===== src/rtl/thor2024_io_initiator.sv =====
// Single-outstanding initiator for I/O and config-space bus cycles with a request/response handshake.
// Define THOR2024_IO_INIT_TIMEOUT_EN to abort bus cycles that receive no ack_i within TIMEOUT cycles.
module thor2024_io_initiator #(
    parameter logic [15:0] TIMEOUT = 16'd255
) (
    input  logic        clk_i,
    input  logic        rst_i,
    input  logic        req_valid_i,
    output logic        req_ready_o,
    input  logic        req_cfg_i,
    input  logic        req_we_i,
    input  logic [7:0]  req_sel_i,
    input  logic [31:0] req_adr_i,
    input  logic [63:0] req_dat_i,
    output logic        resp_valid_o,
    input  logic        resp_ready_i,
    output logic        resp_err_o,
    output logic [63:0] resp_dat_o,
    output logic        cs_config_o,
    output logic        cs_io_o,
    output logic        cyc_o,
    output logic        stb_o,
    output logic        we_o,
    output logic [7:0]  sel_o,
    output logic [31:0] adr_o,
    output logic [63:0] dat_o,
    input  logic        ack_i,
    input  logic [63:0] dat_i
);

    typedef enum logic [1:0] {
        IDLE,
        BUS,
        RESP
    } state_t;

    state_t state;

`ifdef THOR2024_IO_INIT_TIMEOUT_EN
    logic [15:0] tmo_cnt;
    logic        tmo_hit;

    assign tmo_hit = (tmo_cnt == TIMEOUT);
`else
    logic unused_timeout;

    assign unused_timeout = ^TIMEOUT;
    assign resp_err_o     = 1'b0;
`endif

    assign req_ready_o = (state == IDLE);

    always_ff @(posedge clk_i) begin
        if (rst_i) begin
            state        <= IDLE;
            cyc_o        <= 1'b0;
            stb_o        <= 1'b0;
            we_o         <= 1'b0;
            cs_config_o  <= 1'b0;
            cs_io_o      <= 1'b0;
            sel_o        <= '0;
            adr_o        <= '0;
            dat_o        <= '0;
            resp_valid_o <= 1'b0;
            resp_dat_o   <= '0;
`ifdef THOR2024_IO_INIT_TIMEOUT_EN
            resp_err_o   <= 1'b0;
            tmo_cnt      <= '0;
`endif
        end else begin
            unique case (state)
                IDLE: begin
                    if (req_valid_i) begin
                        state       <= BUS;
                        cyc_o       <= 1'b1;
                        stb_o       <= 1'b1;
                        we_o        <= req_we_i;
                        cs_config_o <= req_cfg_i;
                        cs_io_o     <= ~req_cfg_i;
                        sel_o       <= req_sel_i;
                        adr_o       <= req_adr_i;
                        dat_o       <= req_dat_i;
`ifdef THOR2024_IO_INIT_TIMEOUT_EN
                        tmo_cnt     <= '0;
`endif
                    end
                end
                BUS: begin
                    // An ack in the same cycle as the timeout still counts as a normal completion.
                    if (ack_i) begin
                        state        <= RESP;
                        cyc_o        <= 1'b0;
                        stb_o        <= 1'b0;
                        we_o         <= 1'b0;
                        cs_config_o  <= 1'b0;
                        cs_io_o      <= 1'b0;
                        resp_valid_o <= 1'b1;
                        resp_dat_o   <= we_o ? '0 : dat_i;
`ifdef THOR2024_IO_INIT_TIMEOUT_EN
                        resp_err_o   <= 1'b0;
`endif
                    end
`ifdef THOR2024_IO_INIT_TIMEOUT_EN
                    else if (tmo_hit) begin
                        state        <= RESP;
                        cyc_o        <= 1'b0;
                        stb_o        <= 1'b0;
                        we_o         <= 1'b0;
                        cs_config_o  <= 1'b0;
                        cs_io_o      <= 1'b0;
                        resp_valid_o <= 1'b1;
                        resp_dat_o   <= '1;
                        resp_err_o   <= 1'b1;
                    end else begin
                        tmo_cnt <= tmo_cnt + 16'd1;
                    end
`endif
                end
                RESP: begin
                    if (resp_ready_i) begin
                        state        <= IDLE;
                        resp_valid_o <= 1'b0;
                    end
                end
                default: state <= IDLE;
            endcase
        end
    end

endmodule

===== config.mk =====
export PLATFORM = sky130hd
export DESIGN_NAME = thor2024_io_initiator
export DESIGN_NICKNAME = d
export VERILOG_FILES = /design/src/rtl/thor2024_io_initiator.sv
export SDC_FILE = /design/constraint.sdc
export NUM_CORES = 1
export LEC_CHECK = 0
export CELL_PAD_IN_SITES_DETAIL_PLACEMENT = 1
export CELL_PAD_IN_SITES_GLOBAL_PLACEMENT = 2
export CORE_MARGIN = 2
export CORE_UTILIZATION = 22
export DETAILED_ROUTE_END_ITERATION = 7
export PLACE_DENSITY = 0.95
export RECOVER_POWER = 100
export SETUP_SLACK_MARGIN = 0.4
export SLEW_MARGIN = 20
export SYNTH_ARGS = -nofsm -noshare
export SYNTH_HDL_FRONTEND = slang
export SYNTH_SLANG_ARGS = --single-unit

===== constraint.sdc =====
create_clock -name clk_i -period 2.5 [get_ports clk_i]
set_input_delay 0.5 -clock clk_i [delete_from_list [all_inputs] [get_ports clk_i]]
set_output_delay 0.5 -clock clk_i [all_outputs]
set_load 0.01 [all_outputs]

# Yosys cells after proc, flatten, opt, wreduce, memory -nomap -nowiden
# Index checks and enable logic that the tools add are counted.
# W data, S select, Z words.
[totals]
regBits = 175
latch_bits = 0
ramBits = 0
rom_bits = 0
inputBits = 175
out_inout_bits = 176
elab_cells = 41
mem_count = 0
[op_classes]
add_sub_neg = 0
multipliers = 0
div = 0
order_cmp = 0
n_eq_ne = 5
shift = 0
mux = 17
n_bitwise = 1
n_reduce_logical = 8
[ops]
columns = ["operator", "n"]
rows = [
  ["$mux W64", 1],
  ["$pmux W1 S2", 5],
  ["$reduce_and A3 Y1", 3],
  ["$mux W1", 7],
  ["$mux W2", 3],
  ["$ne A2 B2 Y1 const B", 3],
  ["$pmux W2 S3", 1],
  ["$reduce_and A2 Y1", 2],
  ["$reduce_bool A2 Y1", 2],
  ["$eq A2 B1 Y1 const B", 1],
  ["$eq A2 B2 Y1 const B", 1],
  ["$logic_not A2 Y1", 1],
  ["$not A1 Y1", 1],
]

# Logic depth before layout (Yosys ltp)
[logic_depth]
depth_word = 3
mapped_depth = 7
mapped_depth_nobuf = 3

# Worst setup path after synthesis
# No wires, ideal clock.
[synth_timing]
kind = "input to register"
from = "in req_valid_i"
to = "reg adr_o[10]"
setup_time_ps = 132
arrival_time_ps = 1330
required_ps = 2368
slack_ps = 1038
stages = 6
path_buffers = 3
cell_sequence = "or3b_1 > buf_2 > buf_6 > buf_6 > nand2_1 > a21oi_1"
[synth_between]
elab_chain_len = 1
[synth_lines]
columns = ["item", "line_no", "rtl"]
rows = [
  ["start, declared", "8", "input logic req_valid_i,"],
  ["$reduce_and A2 Y1 (no line)", "-", ""],
  ["end signal, assigned", "81", "adr_o <= req_adr_i;"],
  ["end, declared", "25", "output logic [31:0] adr_o,"],
]
# Every way passes these cells.
# A chain may end at the register's enable or synchronous reset.

# Worst setup path in the final report
[layout_timing]
from = "in req_valid_i"
to = "reg dat_o[6]"
[layout_between]
elab_chain_len = 1
[layout_lines]
columns = ["item", "line_no", "rtl"]
rows = [
  ["$reduce_and A2 Y1 (no line)", "-", ""],
  ["end signal, assigned", "82", "dat_o <= req_dat_i;"],
  ["end, declared", "26", "output logic [63:0] dat_o,"],
]
# Every way passes these cells.

==> results.md <==
• **time the worst path needs with I/O delays and setup** 2140 ps
• **Die Ht** 174 µm
• **setup slack of the critical path after layout** 356 ps
• **CTS Hold Bufs** 0
• **maximum vdd ir drop** 405 µV
• **wire length of the first global-routing pass** 37400 µm
• **antenna violations before repair** 3
• **setup repair after global routing missed its margin** no
• **Peak Freq** 467 MHz
• **post-CTS setup buffers** 0
• **count of fill cells added during filler insertion** 3386
• **width of the die** 174 µm
• **detailed-placement wirelength estimate** 16800 µm
• **TritonCTS Buffers** 17
• **post-route clock skew** 11.8 ps
• **final setup violation count** 0
• **number of max-cap violations** 0
• **Critical Path Source Type** input pin
• **minimum setup slack after placement** 339 ps
• **fraction of layout cells with a size suffix above 1** 4.10%
• **most used cells in the layout excluding fill and tap cells** nand2_1 (274), dlygate4sd3_1 (177), a21oi_1 (174), dfxtp_1 (174), clkdlybuf4s50_1 (171)
• **Clk Tree Root Cell** clkbuf_16
• **count of buffers from port buffering** 349
• **routed length per instance** 16.2 µm
• **unique cell type count in the Yosys netlist** 19
• **initial cell density of the core** 22.2%
• **vias per cell** 4.34
• **Tcrit/Tclk final** 85.7%
• **final-layout setup total negative slack** 0 ps
• **leading cell type in the layout, fill and taps excluded** nand2_1
• **element type at the critical path end** flop
• **number of warning messages in the yosys log** 0
• **starting DRC count in detailed routing** 182
• **Clock Pin Slew Worst Setup and Hold Paths** 70 ps
• **count of mapped cells out of synthesis** 773
• **outcome** completed
• **post-route DRC violation count** 0
• **residual overflow from global routing** 0
• **CTS sink count** 175
• **Top Ports** 351
• **ratio of total power to cell area** 641 mW/mm²
• **largest driver fanout on the critical path** 49
• **worst hold slack** 449 ps
• **WL final** 24000 µm
• **total track usage** 15.7%
• **placer's final routability congestion estimate** 0.740
• **Slew Viols, Final** 0
• **total of cells resized after clock tree synthesis** 0
• **transition time at the pin with the least slew margin** 1430 ps
• **clk_lat worst skew** 420 ps
• **First-pass DRT Iterations** 4
• **total vias in the final route** 6442
• **die area** 0.0302 mm²
• **area of the core region** 0.0285 mm²
• **Design Power** 6.87 mW
• **number of routed nets with antenna violations** 0
• **CTS tree** yes
• **worst relative slew slack** 4.58%
• **total number of H-tree levels** 4
• **syn_nets** 948
• **leakage power total** 4.24 nW
• **class of the worst hold path** reg2reg
• **vias in the first global route** 6614
• **critical path start-end classification** in2reg
• **total placed instance area** 0.0101 mm²
• **number of hold-slack violations in the final timing report** 0
• **number of placement rows** 62
• **cell depth of the worst flop-to-flop path** 4
• **buffer levels on the longest clock path** 2
• **worst hold stages** 2
• **Crit path required time** 2810 ps
• **number of nets in the final layout** 1260
• **pin count of the biggest net entering global routing** 81
• **sequential cell area fraction in the yosys report** 55.3%
• **Netlist Area Pre-Place** 0.00634 mm²
• **Avg Synthesized Cell Area** 8.20 µm²
• **area added between synthesis and finish** 69.1%
• **cell area after layout** 0.0107 mm²
• **Data arrival, critical path** 2450 ps
• **post-synthesis sequential element count** 175
==> cell usage after synthesis <==
| master | instances | area share (%) |
|---|---|---|
| a21oi_1 | 174 | 14 |
| a2bb2oi_1 | 1 | 0.14 |
| and3b_1 | 1 | 0.14 |
| buf_2 | 25 | 2.0 |
| buf_4 | 6 | 0.71 |
| buf_6 | 5 | 0.89 |
| clkbuf_1 | 31 | 1.8 |
| conb_1 | 1 | 0.059 |
| dfxtp_1 | 175 | 55 |
| inv_1 | 1 | 0.059 |
| mux2i_1 | 1 | 0.16 |
| nand2_1 | 274 | 16 |
| nand2b_1 | 2 | 0.20 |
| nand3_1 | 3 | 0.24 |
| nand3b_1 | 65 | 7.7 |
| nor2_1 | 5 | 0.30 |
| nor3_1 | 1 | 0.079 |
| nor3b_1 | 1 | 0.12 |
| or3b_1 | 1 | 0.14 |
==> flip-flops by register name, summed over array words and instances (netlist names) <==
| register | cells |
|---|---|
| cs_io_o | 1 |
| we_o | 1 |
| dat_o | 64 |
| resp_dat_o | 64 |
| stb_o | 1 |
| adr_o | 32 |
| sel_o | 8 |
| cs_config_o | 1 |
| resp_valid_o | 1 |
| state | 2 |
==> final timing paths <==
check                                                  from                           to  slack, ps
worst max register to register        state[0]$_SDFFE_PP0P_       dat_o[42]$_SDFFE_PP0P_        580
worst min register to register  resp_dat_o[28]$_SDFFE_PP0P_  resp_dat_o[28]$_SDFFE_PP0P_        450
worst max-delay path                            req_valid_i        dat_o[6]$_SDFFE_PP0P_        360
worst min-delay path            resp_dat_o[28]$_SDFFE_PP0P_  resp_dat_o[28]$_SDFFE_PP0P_        450
==> worst max-delay path, stage by stage <==
cell and delay [ps]:
dlygate4sd3_1 580, or3b_1 380, clkbuf_2 610, nand2_1 270, a21oi_1 90
==> cell families (layout without fill, tap and decap cells) <==
group / count (synthesis) / count (layout) / synth area share (%)
AOI/OAI and AO/OA: 175 / 175 / 13.9
muxes: 1 / 1 / 0.158
DFF: 175 / 175 / 55.3
other: 1 / 4 / 0.0592
and+or+nand+nor: 353 / 353 / 25.1
buffers and inverters: 68 / 393 / 5.47
==> where the power goes <==
group	total [mW]	internal, mW	switching [mW]
combinational	1.07	0.570	0.499
clock	2.79	1.61	1.18
sequential	3.01	2.94	0.0729
total	6.87	5.12	1.75
==> stage by stage <==
step	utilization (%)	instances
4_1_cts	37.6	1482
2_1_floorplan	-	773
6_report	37.5	1485
3_3_place_gp	35.5	1450
3_5_place_dp	35.5	1450
5_1_grt	37.5	1484
==> layer usage <==
layer,vias to the layer above,global-route usage [%],wire (µm)
li1,3164,-,-
met1,3065,18.7,9820
met2,191,26.7,12100
met3,22,4.96,1580
met4,0,5.39,498
met5,-,0,0
==> area by class of cell <==
| class | count | area (µm²) | area share, % |
|---|---|---|---|
| repair buffers | 360 | 3620 | 33.8 |
| flip-flops and latches | 175 | 3500 | 32.7 |
| multi-input cells | 530 | 2490 | 23.3 |
| well taps | 384 | 480 | 4.49 |
| clock buffers | 20 | 447 | 4.17 |
| clock inverters | 12 | 160 | 1.50 |
| diodes | 3 | 7.51 | 0.0701 |
| inverters | 1 | 3.75 | 0.0350 |
(Power assumes the default switching activity.)
